File: src/rtl/sound_sequencer_pkg.sv
// Shared types and constants for the Pong sound sequencer.
// State encoding and event index / one-hot grant values.
package sound_sequencer_pkg;

    typedef enum logic [1:0] {
        S_IDLE  = 2'd0,
        S_NOTE1 = 2'd1,
        S_GAP   = 2'd2,
        S_NOTE2 = 2'd3
    } state_e;

    localparam int EV_PADDLE = 0;
    localparam int EV_WALL   = 1;
    localparam int EV_SCORE  = 2;

    localparam logic [2:0] G_NONE   = 3'b000;
    localparam logic [2:0] G_PADDLE = 3'b001;
    localparam logic [2:0] G_WALL   = 3'b010;
    localparam logic [2:0] G_SCORE  = 3'b100;

endpackage

File: src/rtl/sound_sequencer_tone_gen.sv
// Square-wave tone generator: 50% duty, restartable phase.
// Output goes high on the first enabled edge after a restart.
module tone_gen (
    input  logic        clk_100MHz,
    input  logic        rst,
    input  logic        restart,
    input  logic        enable,
    input  logic [31:0] period,
    output logic        wave
);

    logic [31:0] cnt_q, cnt_d;
    logic        wave_q, wave_d;

    // phase counter wraps at period-1; high for the first half
    always_comb begin
        cnt_d  = '0;
        wave_d = 1'b0;
        if (enable && !restart) begin
            wave_d = (cnt_q < (period >> 1));
            cnt_d  = (cnt_q >= period - 32'd1) ? '0 : cnt_q + 32'd1;
        end
    end

    // phase and output registers
    always_ff @(posedge clk_100MHz) begin
        if (rst) begin
            cnt_q  <= '0;
            wave_q <= 1'b0;
        end else begin
            cnt_q  <= cnt_d;
            wave_q <= wave_d;
        end
    end

    assign wave = wave_q;

endmodule

File: src/rtl/sound_sequencer.sv
// Pong sound sequencer: arbitrates paddle/wall/score events
// onto one piezo pin, with a two-note jingle for the score.
module sound_sequencer
    import sound_sequencer_pkg::*;
#(
    parameter int unsigned TICK_DIV      = 100000,
    parameter int unsigned PADDLE_PERIOD = 100000,
    parameter int unsigned WALL_PERIOD   = 200000,
    parameter int unsigned SCORE_PERIOD1 = 50000,
    parameter int unsigned SCORE_PERIOD2 = 25000,
    parameter int unsigned PADDLE_MS     = 30,
    parameter int unsigned WALL_MS       = 30,
    parameter int unsigned SCORE_MS      = 120,
    parameter int unsigned GAP_MS        = 40
) (
    input  logic       clk_100MHz,
    input  logic       rst,
    input  logic       mute,
    input  logic [2:0] req,
    output logic [2:0] grant,
    output logic       busy,
    output logic       buzzer_out
);

    localparam logic [31:0] TD  = 32'(TICK_DIV);
    localparam logic [31:0] PP  = 32'(PADDLE_PERIOD);
    localparam logic [31:0] WP  = 32'(WALL_PERIOD);
    localparam logic [31:0] SP1 = 32'(SCORE_PERIOD1);
    localparam logic [31:0] SP2 = 32'(SCORE_PERIOD2);
    localparam logic [31:0] PMS = 32'(PADDLE_MS);
    localparam logic [31:0] WMS = 32'(WALL_MS);
    localparam logic [31:0] SMS = 32'(SCORE_MS);
    localparam logic [31:0] GMS = 32'(GAP_MS);

    state_e      state_q, state_d;
    logic [2:0]  grant_q, grant_d;
    logic [2:0]  pend_q, pend_d;
    logic [31:0] pre_q, pre_d;
    logic [31:0] ms_q, ms_d;
    logic        busy_q, busy_d;

    logic [2:0]  sel, win;
    logic [31:0] len, period;
    logic        tick_end, take, start, enter, finish;
    logic        tone_rst, tone_en;

    function automatic logic [2:0] pick(input logic [2:0] s);
        if (s[EV_SCORE])     return G_SCORE;
        else if (s[EV_WALL]) return G_WALL;
        else if (s[EV_PADDLE]) return G_PADDLE;
        else                 return G_NONE;
    endfunction

    // arbitration, FSM next state and note timing
    always_comb begin
        sel      = pend_q | req;
        win      = pick(sel);
        len      = 32'd0;
        unique case (state_q)
            S_NOTE1: len = grant_q[EV_SCORE] ? SMS :
                           grant_q[EV_WALL]  ? WMS : PMS;
            S_GAP:   len = GMS;
            S_NOTE2: len = SMS;
            default: len = 32'd0;
        endcase
        tick_end = (pre_q == TD - 32'd1) && (ms_q == len - 32'd1);
        finish   = tick_end && ((state_q == S_NOTE2) ||
                   (state_q == S_NOTE1 && !grant_q[EV_SCORE]));
        state_d  = state_q;
        grant_d  = grant_q;
        take     = 1'b0;
        start    = 1'b0;
        unique case (state_q)
            S_IDLE: begin
                if (|sel) begin
                    state_d = S_NOTE1;
                    grant_d = win;
                    take    = 1'b1;
                end
            end
            S_NOTE1: begin
                if (req[EV_SCORE] && !grant_q[EV_SCORE]) begin
                    grant_d = G_SCORE;
                    take    = 1'b1;
                end else if (tick_end && grant_q[EV_SCORE]) begin
                    state_d = S_GAP;
                end
            end
            S_GAP: begin
                if (tick_end) begin
                    state_d = S_NOTE2;
                    start   = 1'b1;
                end
            end
            default: ;
        endcase
        if (finish) begin
            if (|sel) begin
                state_d = S_NOTE1;
                grant_d = win;
                take    = 1'b1;
            end else begin
                state_d = S_IDLE;
                grant_d = G_NONE;
            end
        end
        start  = start | take;
        enter  = start | (state_d != state_q);
        pend_d = take ? (sel & ~grant_d) : sel;
        busy_d = (state_d != S_IDLE);
        if (enter || state_d == S_IDLE) begin
            pre_d = '0;
            ms_d  = '0;
        end else if (pre_q == TD - 32'd1) begin
            pre_d = '0;
            ms_d  = ms_q + 32'd1;
        end else begin
            pre_d = pre_q + 32'd1;
            ms_d  = ms_q;
        end
        tone_en = (state_d == S_NOTE1) || (state_d == S_NOTE2);
        if (state_d == S_NOTE2)       period = SP2;
        else if (grant_d[EV_SCORE])   period = SP1;
        else if (grant_d[EV_WALL])    period = WP;
        else                          period = PP;
    end

    // state, arbitration and tick registers; mute acts as a clear
    always_ff @(posedge clk_100MHz) begin
        if (rst || mute) begin
            state_q <= S_IDLE;
            grant_q <= G_NONE;
            pend_q  <= '0;
            pre_q   <= '0;
            ms_q    <= '0;
            busy_q  <= 1'b0;
        end else begin
            state_q <= state_d;
            grant_q <= grant_d;
            pend_q  <= pend_d;
            pre_q   <= pre_d;
            ms_q    <= ms_d;
            busy_q  <= busy_d;
        end
    end

    assign tone_rst = rst | mute;

    tone_gen u_tone (
        .clk_100MHz (clk_100MHz),
        .rst        (tone_rst),
        .restart    (start),
        .enable     (tone_en),
        .period     (period),
        .wave       (buzzer_out)
    );

    assign grant = grant_q;
    assign busy  = busy_q;

endmodule

File: config.mk
export PLATFORM = sky130hd
export DESIGN_NAME = sound_sequencer
export DESIGN_NICKNAME = d
export VERILOG_FILES = /design/src/rtl/sound_sequencer_pkg.sv /design/src/rtl/sound_sequencer_tone_gen.sv /design/src/rtl/sound_sequencer.sv
export SDC_FILE = /design/constraint.sdc
export NUM_CORES = 1
export LEC_CHECK = 0
export BUFFER_PORTS_ARGS = -buffer_cell sky130_fd_sc_hd__buf_2
export CORE_MARGIN = 1
export CORE_UTILIZATION = 45
export CTS_CLUSTER_DIAMETER = 30
export DETAILED_ROUTE_END_ITERATION = 12
export GPL_ROUTABILITY_DRIVEN = 0
export PLACE_DENSITY_LB_ADDON = 0.1
export SLEW_MARGIN = 20
export SYNTH_ARGS = -nofsm -noshare
export SYNTH_HDL_FRONTEND = slang
export SYNTH_SLANG_ARGS = --single-unit
File: constraint.sdc
create_clock -name clk_100MHz -period 4.9 [get_ports clk_100MHz]
set_clock_uncertainty 0.1 [all_clocks]
set_input_delay 0.49 -clock clk_100MHz [delete_from_list [all_inputs] [get_ports clk_100MHz]]
set_output_delay 0.49 -clock clk_100MHz [all_outputs]
set_load 0.005 [all_outputs]
==> out/metrics.csv, run 1 <==
stage,metric,value,unit
power,ir_drop,0.000199,V
clock_tree,htree_num_levels,3,
clock_tree,cts-root-buf,clkbuf_16,
finish,drive_above_1_share,9.10,%
place,io_buffers,10,
sta,timing.hold.ws,355,ps
global_route,grt_overflow,0,
clock_tree,clk_path_buf_depth,2,
logic_synthesis,synth.avg_cell_area,8.55,um2
run,drv_cap,0,
logic_synthesis,yosys-top-cells-area,"dfxtp_1 38%, xor2_1 7.0%, ha_1 6.9%, nor2_1 6.6%, xnor2_1 4.5%",
power,power,1.66,mW
route,drc,0,
sta,hold_viol_final,0,
die,rows,40,
sta,fmax,0.219,GHz
finish,utilization,51.6,%
route,firstDrtPassIters,4,
setup_path,reg2reg_depth,15,
logic_synthesis,synth_edf_count,0,
power,p_leak,2.20,nW
place,place_ws,258,ps
hold_path,hp-class,flip-flop to flip-flop,
clock_tree,cts_buffers,9,
global_route,antenna_found_initial,0,
logic_synthesis,synth-seq-area-share,37.9,%
setup_path,cp-end-kind,flip-flop,
finish,instances_no_fill,849,
logic_synthesis,yosys.area.top_type,dfxtp_1,
clock_tree,clock_latency,350,ps
route,via_count,4486,
route,routed_wl,11.9,mm
logic_synthesis,async_flop_share,0,%
route,vias_per_cell,5.28,
finish,antenna_cells,0,
sta,slew_headroom,40.9,%
logic_synthesis,synthesis.instances,655,
setup_path,crit_type,flip-flop to flip-flop,
finish,fill_cells,1144,
outcome,status,"complete, no violations",
die,start_util,46.5,%
logic_synthesis,ys_types,63,
sta,slew_viol_final,0,
sta,post-route-period-util,93.1,%
sta,setup_viol,0,
clock_tree,tritoncts,yes,
sta,tightest_slew,874,ps
finish,area_growth,11.0,%
global_route,grt_pass1_vias,4241,
finish,stdcell_area,6220,um2
die,io_pins,11,
sta,rsz0062_at_grt,false,
setup_path,r2r_start,pre_q[24],
clock_tree,cts_setup_buffers,0,
global_route,track_usage,20.0,%
die,core,12100,um2
place,post_dp_cell_area,5910,um2
sta,period_needed,4560,ps
die,die-area,12900,um2
hold_path,min_to,u_tone.cnt_q[0],
logic_synthesis,synth-seq-cells,106,
finish,layout.nets,714,
global_route,grt_pass1_wl,20.6,mm
setup_path,crit_arrival,4720,ps
logic_synthesis,synthFlopType,dfxtp_1,
setup_path,crit_start,pre_q[24],
setup_path,regToRegSetupSlack,340,ps
place,post-place-cells,834,
logic_synthesis,ys_warn_count,0,
hold_path,hp-start,u_tone.cnt_q[0],
logic_synthesis,synth_area,5600,um2
setup_path,crit_path_start_kind,flip-flop,
route,ant_nets,0,
power,p_per_area,267,nW/um2
setup_path,r2r-end,u_tone.wave,
die,die-height,114,um
logic_synthesis,synth_top_area_share,37.9,%
sta,worst_slack,338,ps
route,drtIter0Drc,237,
die,fp.dieW,114,um
sta,tns,0,ps
setup_path,critPathRequiredTime,5060,ps
clock_tree,clk_pin_slew,70,ps
setup_path,path_max_fanout,6,
hold_path,holdPathStages,1,
global_route,grt_start_max_net_pins,55,
place,hpwl,8.78,mm
route,wire_per_inst,14.0,um
clock_tree,numClockSinks,106,
## worst max-delay path by stage
stage / slack [ps] / cells past startpoint / to
finish: 340 / 15 / u_tone.wave
global route: 40 / 15 / u_tone.wave
CTS: 240 / 12 / u_tone.cnt_q[1]
detailed placement: 260 / 12 / u_tone.cnt_q[1]
global placement: 270 / 13 / u_tone.cnt_q[15]
floorplan: 550 / 15 / u_tone.cnt_q[10]
## kinds of logic after synthesis
kind of cell / after synthesis / share of synthesized area (%)
buf+inv: 37 / 2.97
fa+ha+maj: 31 / 6.92
other cells: 2 / 0.134
flops: 106 / 37.9
xor+xnor: 74 / 11.6
simple gates: 323 / 30.2
compound gates: 76 / 9.25
mux: 6 / 1.09
## power by group
part | switching, mW | total, mW | internal [mW]
registers | 0.00482 | 0.875 | 0.870
logic | 0.0462 | 0.0788 | 0.0326
clock network | 0.321 | 0.705 | 0.385
total | 0.372 | 1.66 | 1.29
## Yosys cell counts, drive strengths merged (3+ instances only)
| master | count |
|---|---|
| nand2b | 7 |
| nand3 | 32 |
| xor2 | 45 |
| nand4 | 28 |
| dfxtp | 106 |
| nor4b | 3 |
| nor3 | 31 |
| nor4 | 18 |
| inv | 12 |
| ha | 31 |
| a211o | 4 |
| or2 | 7 |
| o21ai | 20 |
| or4 | 8 |
| mux2i | 5 |
| o211ai | 3 |
| nor2b | 4 |
| and2 | 12 |
| buf | 14 |
| nand2 | 39 |
| xnor2 | 29 |
| a21oi | 21 |
| or3 | 8 |
| a211oi | 4 |
| and4 | 7 |
| nor2 | 98 |
| clkbuf | 11 |
| and3 | 12 |
| nor3b | 4 |
| a21o | 4 |
## registers in the layout, indices dropped and copies added (netlist names)
name,cells
ms_q,32
grant,3
u_tone.cnt_q,32
state_q,2
pre_q,32
u_tone.wave,1
pend_q,3
busy,1
## cell type report
class                      instances  area (um2)  area share, %
tap                              168         210           3.38
timing repair buffer              24         155           2.49
clock inverter                     3        21.3          0.342
multi-input combinational        524        3400           54.7
inverter                          12        45.0          0.724
clock buffer                      12         267           4.28
sequential                       106        2120           34.1
## critical path, cell delays in order, from the launching register on
cell	delay, ps
dfxtp_1	360
or4_4	560
nor4_4	370
o211ai_1	170
or4b_4	570
o21ai_4	260
a2bb2oi_2	120
buf_4	170
a211o_1	270
ha_1	300
a2111oi_0	380
nor2_1	90
o21a_1	180
o21ai_0	230
a211oi_1	110
a211oi_1	240
## what timing repair did
action                     CTS  global route
resized for setup            0             6
hold buffers                 0             0
setup endpoints to repair    0            20
## routing by layer
metal | track usage [%] | routed length [um] | vias to the layer above
met1 | 27.0 | 6050 | 2075
li1 | - | - | 2351
met4 | 4.47 | 104 | 0
met3 | 4.94 | 407 | 9
met2 | 32.1 | 5330 | 51
met5 | 0 | 0 | -
## layout by cell type (no fill, tap or decap), types with 3 or more instances in the layout
cell and n:
conb_1 14, inv_1 12, or4_1 7, o211ai_1 3, buf_2 10, nor4_1 16
xor2_1 45, ha_1 31, nor2b_1 4, nor3b_1 3, a21o_1 4, and2_1 11
a211oi_1 3, or3_1 8, nand4_1 28, a21oi_1 21, or2_2 7, clkbuf_8 3
clkbuf_16 9, and4_1 6, xnor2_1 29, nand2b_1 6, o21ai_0 18, and3_1 12
nand3_1 32, buf_4 14, dfxtp_1 106, a211o_1 4, nand2_1 38, mux2i_1 5
nor3_1 31, nor2_1 98
Power figures use the tool's default switching activity.
==> run 2, diff against run 1 <==
--- a/config.mk
+++ b/config.mk
@@ -6,6 +6,8 @@
 export NUM_CORES = 1
 export LEC_CHECK = 0
 export BUFFER_PORTS_ARGS = -buffer_cell sky130_fd_sc_hd__buf_2
+export CELL_PAD_IN_SITES_DETAIL_PLACEMENT = 0
+export CELL_PAD_IN_SITES_GLOBAL_PLACEMENT = 1
 export CORE_MARGIN = 1
 export CORE_UTILIZATION = 45
 export CTS_CLUSTER_DIAMETER = 30
==> out/metrics.csv, run 2 (synthesis gave the netlist of run 1 again) <==
stage,metric,value,unit
sta,hold_viol_final,0,
setup_path,crit_arrival,4740,ps
die,io_pins,11,
clock_tree,clk_pin_slew,80,ps
finish,regArea,2120,um2
setup_path,path_max_fanout,6,
clock_tree,cts_setup_buffers,0,
route,ant_nets,0,
finish,multi_input_area,3380,um2
clock_tree,numClockSinks,106,
power,intPower,1.31,mW
setup_path,crit_type,flip-flop to flip-flop,
power,p_clk_share,44.6,%
route,vias_per_cell,5.42,
setup_path,critPathRequiredTime,5080,ps
finish,layout.cells.most_common,dfxtp_1,
die,fp.dieW,114,um
die,rows,40,
finish,drive_above_1_share,8.28,%
sta,timing.hold.ws,360,ps
place,hpwl,8.91,mm
global_route,grt_pass1_wl,20.9,mm
clock_tree,cts_buffers,9,
route,wire_per_inst,14.4,um
finish,fill_cells,1144,
route,drtIter0Drc,262,
sta,post-route-period-util,93.1,%
clock_tree,cts_resized,0,
setup_path,crit_family,simple AND/OR/NAND/NOR gates,
hold_path,hp-class,flip-flop to flip-flop,
power,combPwrFrac,4.5,%
outcome,status,"complete, no violations",
sta,fmax,0.219,GHz
finish,final_cell_mix,"106 x dfxtp_1, 98 x nor2_1, 45 x xor2_1",
global_route,grt_pass1_vias,4282,
die,die-height,114,um
finish,reg_top3,"ms_q (32), pre_q (32), u_tone.cnt_q (32)",
die,die-area,12900,um2
sta,setup_viol,0,
setup_path,slowest_delay,560,ps
power,power,1.72,mW
place,io_buffers,10,
place,post-place-cells,828,
power,switching_power,0.406,mW
setup_path,crit_path_start_kind,flip-flop,
setup_path,cp_cell_sequence,or4_4 -> nor4_4 -> and3_2 -> nor4b_1 -> and4_4 -> mux2i_2 -> o21ai_0 -> ha_1 -> a21o_1 -> a2111oi_0 -> nor2_1 -> o21a_1 -> o21ai_0 -> a211oi_1 -> a211oi_1,
sta,tns,0,ps
sta,slew_viol_final,0,
finish,area_growth,10.4,%
finish,instances_no_fill,844,
power,ir_drop,0.000238,V
route,routed_wl,12.1,mm
sta,tightest_slew,853,ps
clock_tree,clk_path_buf_depth,2,
setup_path,cp-end-kind,flip-flop,
global_route,track_usage,20.4,%
setup_path,crit_buf_inv,0,
finish,layout.nets,708,
global_route,antenna_found_initial,0,
sta,worst_slack,336,ps
clock_tree,cts-root-buf,clkbuf_16,
finish,antenna_cells,0,
route,drc,0,
power,p_per_area,277,nW/um2
run,drv_cap,0,
place,post_dp_cell_area,5850,um2
power,p_leak,2.18,nW
die,start_util,46.5,%
power,swShare,23.7,%
place,place_ws,231,ps
route,via_count,4577,
power,seq_power_share,50.9,%
sta,rsz0062_at_grt,false,
route,firstDrtPassIters,4,
global_route,grt_overflow,0,
setup_path,slowest_stage,or4_4,
sta,slew_headroom,42.4,%
finish,utilization,51.3,%
clock_tree,htree_num_levels,3,
die,core,12100,um2
sta,period_needed,4560,ps
global_route,grt_start_max_net_pins,55,
clock_tree,tritoncts,yes,
clock_tree,hold_buffers,0,
finish,stdcell_area,6180,um2
clock_tree,clock_latency,360,ps
-- run 2: area by class of cell --
cell class                 count  share of cell area, %
clock inverter                 7                   1.50
timing repair buffer          18                   1.78
clock buffer                   9                   3.64
multi-input combinational    524                   54.6
sequential                   106                   34.3
tap                          168                   3.40
inverter                      12                  0.728
-- run 2: per-layer routing --
layer	GRT usage (%)	vias to the layer above	part of all wire (%)
li1	-	2343	-
met1	28.8	2171	52
met2	31.5	55	44
met3	4.94	8	3.5
met4	4.65	0	0.87
met5	0	-	0
-- run 2: final timing paths --
path	startpoint	to	slack [ps]	cells after the start
setup / recovery	pre_q[24]	u_tone.wave	340	15
hold / removal	u_tone.cnt_q[0]	u_tone.cnt_q[0]	360	1
setup reg to reg	pre_q[24]	u_tone.wave	340	15
hold reg to reg	u_tone.cnt_q[0]	u_tone.cnt_q[0]	360	1
-- run 2: power by group through the flow --
stage | clock, mW | combinational, mW | sequential [mW]
CTS | 0.788 | 0.0757 | 0.874
floorplan | 0 | 0.0554 | 0.893
finish | 0.765 | 0.0770 | 0.874
global route | 0.828 | 0.0864 | 0.875
global placement | 0 | 0.0739 | 0.894
detailed placement | 0 | 0.0753 | 0.894
==> run 3, diff against run 2 <==
--- a/config.mk
+++ b/config.mk
@@ -9,11 +9,12 @@
 export CELL_PAD_IN_SITES_DETAIL_PLACEMENT = 0
 export CELL_PAD_IN_SITES_GLOBAL_PLACEMENT = 1
 export CORE_MARGIN = 1
-export CORE_UTILIZATION = 45
+export CORE_UTILIZATION = 48
 export CTS_CLUSTER_DIAMETER = 30
 export DETAILED_ROUTE_END_ITERATION = 12
 export GPL_ROUTABILITY_DRIVEN = 0
 export PLACE_DENSITY_LB_ADDON = 0.1
+export SETUP_SLACK_MARGIN = 0.1
 export SLEW_MARGIN = 20
 export SYNTH_ARGS = -nofsm -noshare
 export SYNTH_HDL_FRONTEND = slang
==> out/metrics.csv, run 3 (synthesis gave the netlist of run 1 again) <==
stage,metric,value,unit
outcome,status,"complete, no violations",
finish,drive_above_1_share,8.58,%
route,via_count,4548,
route,routed_wl,11.9,mm
finish,final_cell_mix,"106 x dfxtp_1, 98 x nor2_1, 45 x xor2_1",
sta,post-route-period-util,89.9,%
sta,slew_viol_final,0,
finish,instances_no_fill,819,
route,drc,0,
finish,reg_top3,"ms_q (32), pre_q (32), u_tone.cnt_q (32)",
global_route,antenna_found_initial,0,
finish,fill_cells,1099,
route,wire_per_inst,14.5,um
place,post-place-cells,802,
global_route,track_usage,21.1,%
clock_tree,clk_pin_slew,80,ps
global_route,use_met1,28.8,%
power,p_leak,2.17,nW
power,p_per_area,271,nW/um2
global_route,grt_pass1_vias,4210,
finish,layout.nets,708,
power,combPwrFrac,4.5,%
finish,stdcell_area,6150,um2
clock_tree,clk_path_buf_depth,2,
setup_path,crit_arrival,4580,ps
die,fp.dieW,110,um
power,switching_power,0.409,mW
run,drv_cap,0,
clock_tree,cts_buffers,9,
global_route,top_usage_layer,met2,
sta,setup_viol,0,
sta,tightest_slew,866,ps
setup_path,cp-end-kind,flip-flop,
die,core,11400,um2
global_route,grtUsageMet3,5.17,%
place,post_dp_cell_area,5820,um2
sta,period_needed,4400,ps
power,intPower,1.26,mW
power,ir_drop,0.000252,V
global_route,grt_pass1_wl,19.9,mm
global_route,grt_start_max_net_pins,55,
sta,rsz0062_at_grt,false,
place,io_buffers,10,
finish,area_growth,9.85,%
setup_path,crit_type,flip-flop to flip-flop,
route,vias_per_cell,5.55,
place,hpwl,8.74,mm
die,die-area,12100,um2
route,drtIter0Drc,274,
clock_tree,clock_latency,350,ps
power,swShare,24.5,%
die,start_util,49.1,%
die,rows,39,
die,die-height,110,um
hold_path,hp-class,flip-flop to flip-flop,
setup_path,critPathRequiredTime,5070,ps
sta,tns,0,ps
route,ant_nets,0,
clock_tree,tritoncts,yes,
sta,timing.hold.ws,360,ps
power,p_clk_share,43.1,%
sta,hold_viol_final,0,
global_route,grt_overflow,0,
setup_path,crit_path_start_kind,flip-flop,
finish,antenna_cells,0,
clock_tree,cts-root-buf,clkbuf_16,
clock_tree,htree_num_levels,3,
global_route,use_met2,33.5,%
clock_tree,numClockSinks,106,
sta,fmax,0.227,GHz
route,firstDrtPassIters,4,
sta,slew_headroom,41.4,%
clock_tree,hold_buffers,0,
die,io_pins,11,
power,seq_power_share,52.4,%
finish,layout.cells.most_common,dfxtp_1,
setup_path,path_max_fanout,13,
run 3: path summary, 6_finish.rpt:
| path | cells after the start | slack (ps) | from | to |
|---|---|---|---|---|
| max | 14 | 500 | state_q[0] | u_tone.wave |
| min | 1 | 360 | u_tone.cnt_q[0] | u_tone.cnt_q[0] |
| max reg2reg | 14 | 500 | state_q[0] | u_tone.wave |
| min reg2reg | 1 | 360 | u_tone.cnt_q[0] | u_tone.cnt_q[0] |
run 3: power by group through the flow:
stage                     clock network [mW]  registers [mW]  logic, mW
after CTS                              0.745           0.874     0.0729
after global routing                   0.775           0.876     0.0856
after global placement                     0           0.895     0.0714
after detailed placement                   0           0.895     0.0723
after floorplan                            0           0.893     0.0554
final                                  0.719           0.875     0.0750
run 3: area by class of cell:
type	count	area [um2]	area share, %
flip-flops and latches	106	2120	34.5
repair buffers	18	110	1.79
inverters	12	45.0	0.732
clock inverters	7	71.3	1.16
multi-input cells	524	3400	55.3
well taps	143	179	2.91
clock buffers	9	225	3.66
run 3: repair_timing:
action                                  in CTS  in global routing
setup buffers                                0                  1
gates resized for setup                      0                  7
endpoints found under the setup margin       0                 20
run 3: worst max-delay path, cell delays in order (launching register included):
cell,delay [ps]
dfxtp_1,580
nor3b_1,360
mux2i_1,230
o311ai_1,240
or4b_4,650
o21ai_4,280
a2bb2oi_4,130
a211o_1,300
ha_1,310
a2111oi_0,350
nor2_1,90
o21a_1,170
o21ai_0,210
a211oi_1,110
a211oi_1,200
run 3: per-layer routing:
layer / vias up / part of all wire, % / wire length, um
met5: - / 0 / 0
met4: 0 / 0.98 / 116
met3: 8 / 3.5 / 412
met2: 50 / 44 / 5270
met1: 2135 / 51 / 6090
li1: 2355 / - / -
run 3: through the flow:
stage               util [%]  worst slack (ps)  power [mW]
floorplan                  -               545       0.948
global placement        50.9               416       0.966
detailed placement      50.9               338       0.967
CTS                     53.5               295        1.69
global route            53.9               125        1.74
finish                  53.9               497        1.67
